## src/rtl/reduce_tree_pipe_if.sv

```systemverilog
// reduce_tree_pipe_if: operand/result handshake bundle for the pipelined reduction unit
interface reduce_tree_pipe_if #(parameter int WIDTH = 32);
  logic             in_valid;
  logic             in_ready;
  logic [WIDTH-1:0] in_data;
  logic [1:0]       in_mode;
  logic             out_valid;
  logic             out_ready;
  logic             out_bit;
  logic [1:0]       out_mode;
  modport master (output in_valid, in_data, in_mode, out_ready,
                  input  in_ready, out_valid, out_bit, out_mode);
  modport slave  (input  in_valid, in_data, in_mode, out_ready,
                  output in_ready, out_valid, out_bit, out_mode);
endinterface

```

## src/rtl/reduce_tree_pipe.sv

```systemverilog
// reduce_tree_pipe: pipelined OR/AND/XOR/NOR bit-reduction tree with valid/ready backpressure
module reduce_tree_pipe #(
  parameter int WIDTH            = 32,
  parameter int LEVELS_PER_STAGE = 1
) (
  input logic               clock,
  input logic               reset,
  reduce_tree_pipe_if.slave bus
);
  localparam int LOG2W  = $clog2(WIDTH);
  localparam int NSTAGE = (LOG2W + LEVELS_PER_STAGE - 1) / LEVELS_PER_STAGE;
  logic stall;
  assign stall        = bus.out_valid & ~bus.out_ready;
  assign bus.in_ready = ~stall;
  assign bus.out_valid = g_st[NSTAGE-1].valid_q;
  assign bus.out_bit   = g_st[NSTAGE-1].data_q[0];
  assign bus.out_mode  = g_st[NSTAGE-1].mode_q;
  for (genvar s = 0; s < NSTAGE; s++) begin : g_st
    localparam int  LIN  = s * LEVELS_PER_STAGE;
    localparam int  LOUT = ((s + 1) * LEVELS_PER_STAGE < LOG2W) ? (s + 1) * LEVELS_PER_STAGE : LOG2W;
    localparam int  NL   = LOUT - LIN;
    localparam int  WI   = WIDTH >> LIN;
    localparam int  WO   = WIDTH >> LOUT;
    localparam bit  LAST = (s == NSTAGE - 1);
    logic [WI-1:0] src;
    logic [1:0]    src_mode;
    logic          src_valid;
    logic [WO-1:0] root;
    logic [WO-1:0] data_d, data_q;
    logic [1:0]    mode_d, mode_q;
    logic          valid_d, valid_q;
    if (s == 0) begin : g_in
      assign src       = bus.in_data;
      assign src_mode  = bus.in_mode;
      assign src_valid = bus.in_valid;
    end else begin : g_prev
      assign src       = g_st[s-1].data_q;
      assign src_mode  = g_st[s-1].mode_q;
      assign src_valid = g_st[s-1].valid_q;
    end
    // NOR shares the OR tree; only the final root is inverted
    for (genvar l = 1; l <= NL; l++) begin : g_lv
      localparam int PW = WI >> (l - 1);
      logic [PW-1:0]   p;
      logic [PW/2-1:0] v;
      if (l == 1) begin : g_src
        assign p = src;
      end else begin : g_prv
        assign p = g_lv[l-1].v;
      end
      for (genvar i = 0; i < PW / 2; i++) begin : g_n
        assign v[i] = (src_mode == 2'b01) ? p[2*i] & p[2*i+1] :
                      (src_mode == 2'b10) ? p[2*i] ^ p[2*i+1] : p[2*i] | p[2*i+1];
      end
    end
    assign root = g_lv[NL].v;
    always_comb begin
      data_d  = stall ? data_q : (LAST && src_mode == 2'b11) ? ~root : root;
      mode_d  = stall ? mode_q : src_mode;
      valid_d = stall ? valid_q : src_valid;
    end
    always_ff @(posedge clock) begin
      if (reset) begin
        data_q  <= '0;
        mode_q  <= '0;
        valid_q <= 1'b0;
      end else begin
        data_q  <= data_d;
        mode_q  <= mode_d;
        valid_q <= valid_d;
      end
    end
  end
endmodule

```

## src/flat_wrapper.sv

```systemverilog
// flat-port wrapper written by rule: the top's interface ports become plain ports
module reduce_tree_pipe_flat 
#(
  parameter int WIDTH            = 32,
  parameter int LEVELS_PER_STAGE = 1
)
  (clock, reset, bus_in_valid, bus_in_data, bus_in_mode, bus_out_ready, bus_in_ready, bus_out_valid, bus_out_bit, bus_out_mode);
  reduce_tree_pipe_if #(.WIDTH(WIDTH)) bus_i ();
  input logic clock;
  input logic reset;
  input wire logic [$bits(bus_i.in_valid)-1:0] bus_in_valid;
  input wire logic [$bits(bus_i.in_data)-1:0] bus_in_data;
  input wire logic [$bits(bus_i.in_mode)-1:0] bus_in_mode;
  input wire logic [$bits(bus_i.out_ready)-1:0] bus_out_ready;
  output wire logic [$bits(bus_i.in_ready)-1:0] bus_in_ready;
  output wire logic [$bits(bus_i.out_valid)-1:0] bus_out_valid;
  output wire logic [$bits(bus_i.out_bit)-1:0] bus_out_bit;
  output wire logic [$bits(bus_i.out_mode)-1:0] bus_out_mode;
  assign bus_i.in_valid = bus_in_valid;
  assign bus_i.in_data = bus_in_data;
  assign bus_i.in_mode = bus_in_mode;
  assign bus_i.out_ready = bus_out_ready;
  assign bus_in_ready = bus_i.in_ready;
  assign bus_out_valid = bus_i.out_valid;
  assign bus_out_bit = bus_i.out_bit;
  assign bus_out_mode = bus_i.out_mode;
  reduce_tree_pipe #(.WIDTH(WIDTH), .LEVELS_PER_STAGE(LEVELS_PER_STAGE)) u_core (.clock(clock), .reset(reset), .bus(bus_i));
endmodule
```

## config.mk

```make
export PLATFORM = sky130hd
export DESIGN_NAME = reduce_tree_pipe_flat
export DESIGN_NICKNAME = d
export VERILOG_FILES = /design/src/rtl/reduce_tree_pipe_if.sv /design/src/rtl/reduce_tree_pipe.sv /design/src/flat_wrapper.sv
export SDC_FILE = /design/constraint.sdc
export NUM_CORES = 1
export LEC_CHECK = 0
export CAP_MARGIN = 40
export CORE_ASPECT_RATIO = 0.9
export CORE_MARGIN = 5
export CORE_UTILIZATION = 30
export DETAILED_ROUTE_END_ITERATION = 16
export MAX_ROUTING_LAYER = met4
export PLACE_DENSITY = 0.54
export SYNTH_ARGS = -nofsm -noshare
export SYNTH_HDL_FRONTEND = slang
export SYNTH_SLANG_ARGS = --single-unit
```

## constraint.sdc

```tcl
create_clock -name clock -period 1.5 [get_ports clock]
set_input_delay 0.3 -clock clock [delete_from_list [all_inputs] [get_ports clock]]
set_output_delay 0.3 -clock clock [all_outputs]
set_load 0.05 [all_outputs]
```

==> reports/metrics.cfg <==
[outcome]
status = finished, final reports clean

[floorplan]
dieArea_um2 = 14110
chipWidth_um = 124.7
io_pins = 43
die_height_um = 113.2
core_um2 = 11530
fp-row-count = 37
start_util_pct = 30.79

[finish]
drive_above_1_share_pct = 12.58
layout_commonest_cell = inv_1
fill_cells = 1191
layoutNonFillerInstCount = 641
multi_input_area_um2 = 2223
antenna_cells = 0
seq_area_um2 = 922.1
final_cell_mix = 63 x inv_1, 62 x ha_1, 52 x nand2_1
area_growth_pct = 24.50
final_nets = 584

[global_route]
grt_pass1_wl_um = 11410
grt.overflow.total = 0
antenna_found_initial = 0
grt_max_degree = 54
grt.total_usage_pct = 9.606
grt_pass1_vias = 2631

[placement]
dpl.cell_count = 631
gp_congestion = 0.7066
portBuffers = 42
hpwlAfterDp_um = 4933

[logic_synthesis]
async_flop_share_pct = 0
synth.avg_cell_area_um2 = 8.013
synthFlopType = dfxtp_1
netlist_area_um2 = 3550
yosysUniqueCellTypes = 29
synth-xor-area-share_pct = 0.2467
synth_seq_cells = 46
synth_cells = 443
synth_top_family_by_area = adder cells
ys_seq_area_share_pct = 25.94
syn-num-nets = 543
synthMuxAreaShare_pct = 0.2820
yosysWarnings = 0
synth_simple_gate_area_share_pct = 19.42
synth_compound_area_share_pct = 20.83
synth_edf_count = 0
synthAdderAreaFrac_pct = 21.85

[clock_tree]
cts_made_buffers = 5
clock_latency_ps = 280
cts_buffer_depth = 2
clk_pin_slew_ps = 60
cts_root_buf = clkbuf_16
cts_htree_levels = 2
tritoncts = done
clock-sinks = 46
cts_hold_buf = 0

[routing]
firstDrtPassIters = 4
routed_wl_um = 6561
vias = 2869
drt_iter0_markers = 191
viasPerCell = 4.476
post_drt_wl_per_cell_um = 10.24
drc_errors = 0
ant_nets = 0

[worst_setup_path]
arrival_ps = 1630
crit_chain = clkdlybuf4s50_1 > inv_1 > ha_1 > nor2b_1 > a211o_1 > a311oi_2
critical-path-slowest-cell = clkdlybuf4s50_1
startpoint_type = primary input
setup.worst_path.class = primary input to flip-flop
required_ps = 1700
max_stage_delay_ps = 490
end_kind = flip-flop
critPathMaxFanout = 2

[timing]
finalHoldViolations = 0
rsz0062_at_grt = no
setup_viol = 0
tightest_slew_ps = 368.2
slew_headroom_pct = 75.28
fmax_mhz = 700.9
period_share_pct = 95.11
min_period_ps = 1427
slew_violations = 0
fin_skew_ps = 5.048
final.setup.tns_ps = 0

[power_and_ir_drop]
power_mw = 3.221
power_leakage_nw = 1.958
p_per_area_nw_per_um2 = 729.0
ir_drop_v = 0.0005018

[job]
cap_violations = 0

[min_path]
hold_path_class = flip-flop to flip-flop

[kinds of logic after synthesis]
family / count (synthesis)
XOR/XNOR: 1
flip-flops: 46
AO/OA/AOI/OAI: 100
AND/OR/NAND/NOR: 140
buffers and inverters: 93
adder cells (fa/ha/maj): 62
multiplexers: 1
[power breakdown]
part	leakage, nW	total (mW)	internal, mW	switching (mW)
logic	1.50	0.726	0.377	0.349
registers	0.381	1.37	1.32	0.0556
clock network	0.0739	1.12	0.661	0.461
total	1.96	3.22	2.36	0.865
[registers in the layout (all words and copies together) (netlist names)]
signal,cells
u_core.g_st.data_q,30
u_core.g_st.mode_q,8
u_core.g_st.valid_q,4
u_core.bus.out_mode,2
u_core.bus.out_bit,1
u_core.bus.out_valid,1
[worst max-delay path, delay by kind of cell]
family,cells,cell delay [ps]
compound gates,2,470
fa+ha+maj,1,190
buf+inv,2,540
simple gates,1,130
[repair_timing]
action / in CTS / in global routing
endpoints found under the hold margin: 0 / 0
buffers inserted: 2 / 0
gates resized for setup: 2 / 1
endpoints found under the setup margin: 1 / 2
pin swaps: 0 / 1
[area by class of cell]
| class | count | area share, % |
|---|---|---|
| clock buffers | 7 | 3.228 |
| clock inverters | 1 | 0.1133 |
| inverters | 64 | 5.493 |
| multi-input cells | 304 | 50.31 |
| flip-flops and latches | 46 | 20.87 |
| well taps | 156 | 4.417 |
| repair buffers | 63 | 15.57 |
[path summary, 6_finish.rpt]
path	startpoint	end	slack, ps	depth (start not counted)
worst max-delay path	bus_in_data[4]	u_core.g_st[0].data_q[2]$_SDFFE_PP0N_	70	6
worst min-delay path	u_core.g_st[0].valid_q$_SDFFE_PP0N_	u_core.g_st[0].valid_q$_SDFFE_PP0N_	460	2
worst max register to register	u_core.bus.out_valid$_SDFFE_PP0N_	u_core.g_st[2].data_q[2]$_SDFFE_PP0N_	200	5
worst min register to register	u_core.g_st[0].valid_q$_SDFFE_PP0N_	u_core.g_st[0].valid_q$_SDFFE_PP0N_	460	2
[metal layers]
layer / wire, um / part of all wire, % / GRT usage [%]
met4: 72 / 1.1 / 3.068
met3: 135 / 2.1 / 1.652
met2: 2842 / 43 / 15.13
met5: 0 / 0 / -
met1: 3510 / 53 / 12.59
[cells in the mapped netlist (2+ instances only)]
cell	n	area [um^2]
a221oi_1	12	105.1
clkbuf_1	7	26.28
or2_2	23	143.9
ha_1	62	775.7
buf_6	3	33.78
or3_1	25	156.4
o31ai_1	24	180.2
a21oi_1	14	70.07
nor2_1	27	101.4
nand2_1	52	195.2
a211oi_1	24	180.2
buf_4	4	30.03
buf_2	15	75.07
inv_1	63	236.5
and2b_1	2	15.01
a21boi_1	3	22.52
dfxtp_1	46	920.9
nor2b_1	3	18.77
a21boi_0	20	150.1
nand2b_1	5	31.28
[through the flow]
step	instance area (um^2)	worst slack [ps]	util (%)	hold slack [ps]
floorplan	3551	164.9	-	432.1
global placement	4252	-210.7	36.88	439.1
detailed placement	4252	-260.0	36.88	447.9
CTS	4415	23.58	38.30	456.6
global route	4419	0.6148	38.34	477.1
finish	4419	73.33	38.34	456.4
No activity file was read; power rests on OpenSTA's default activity.
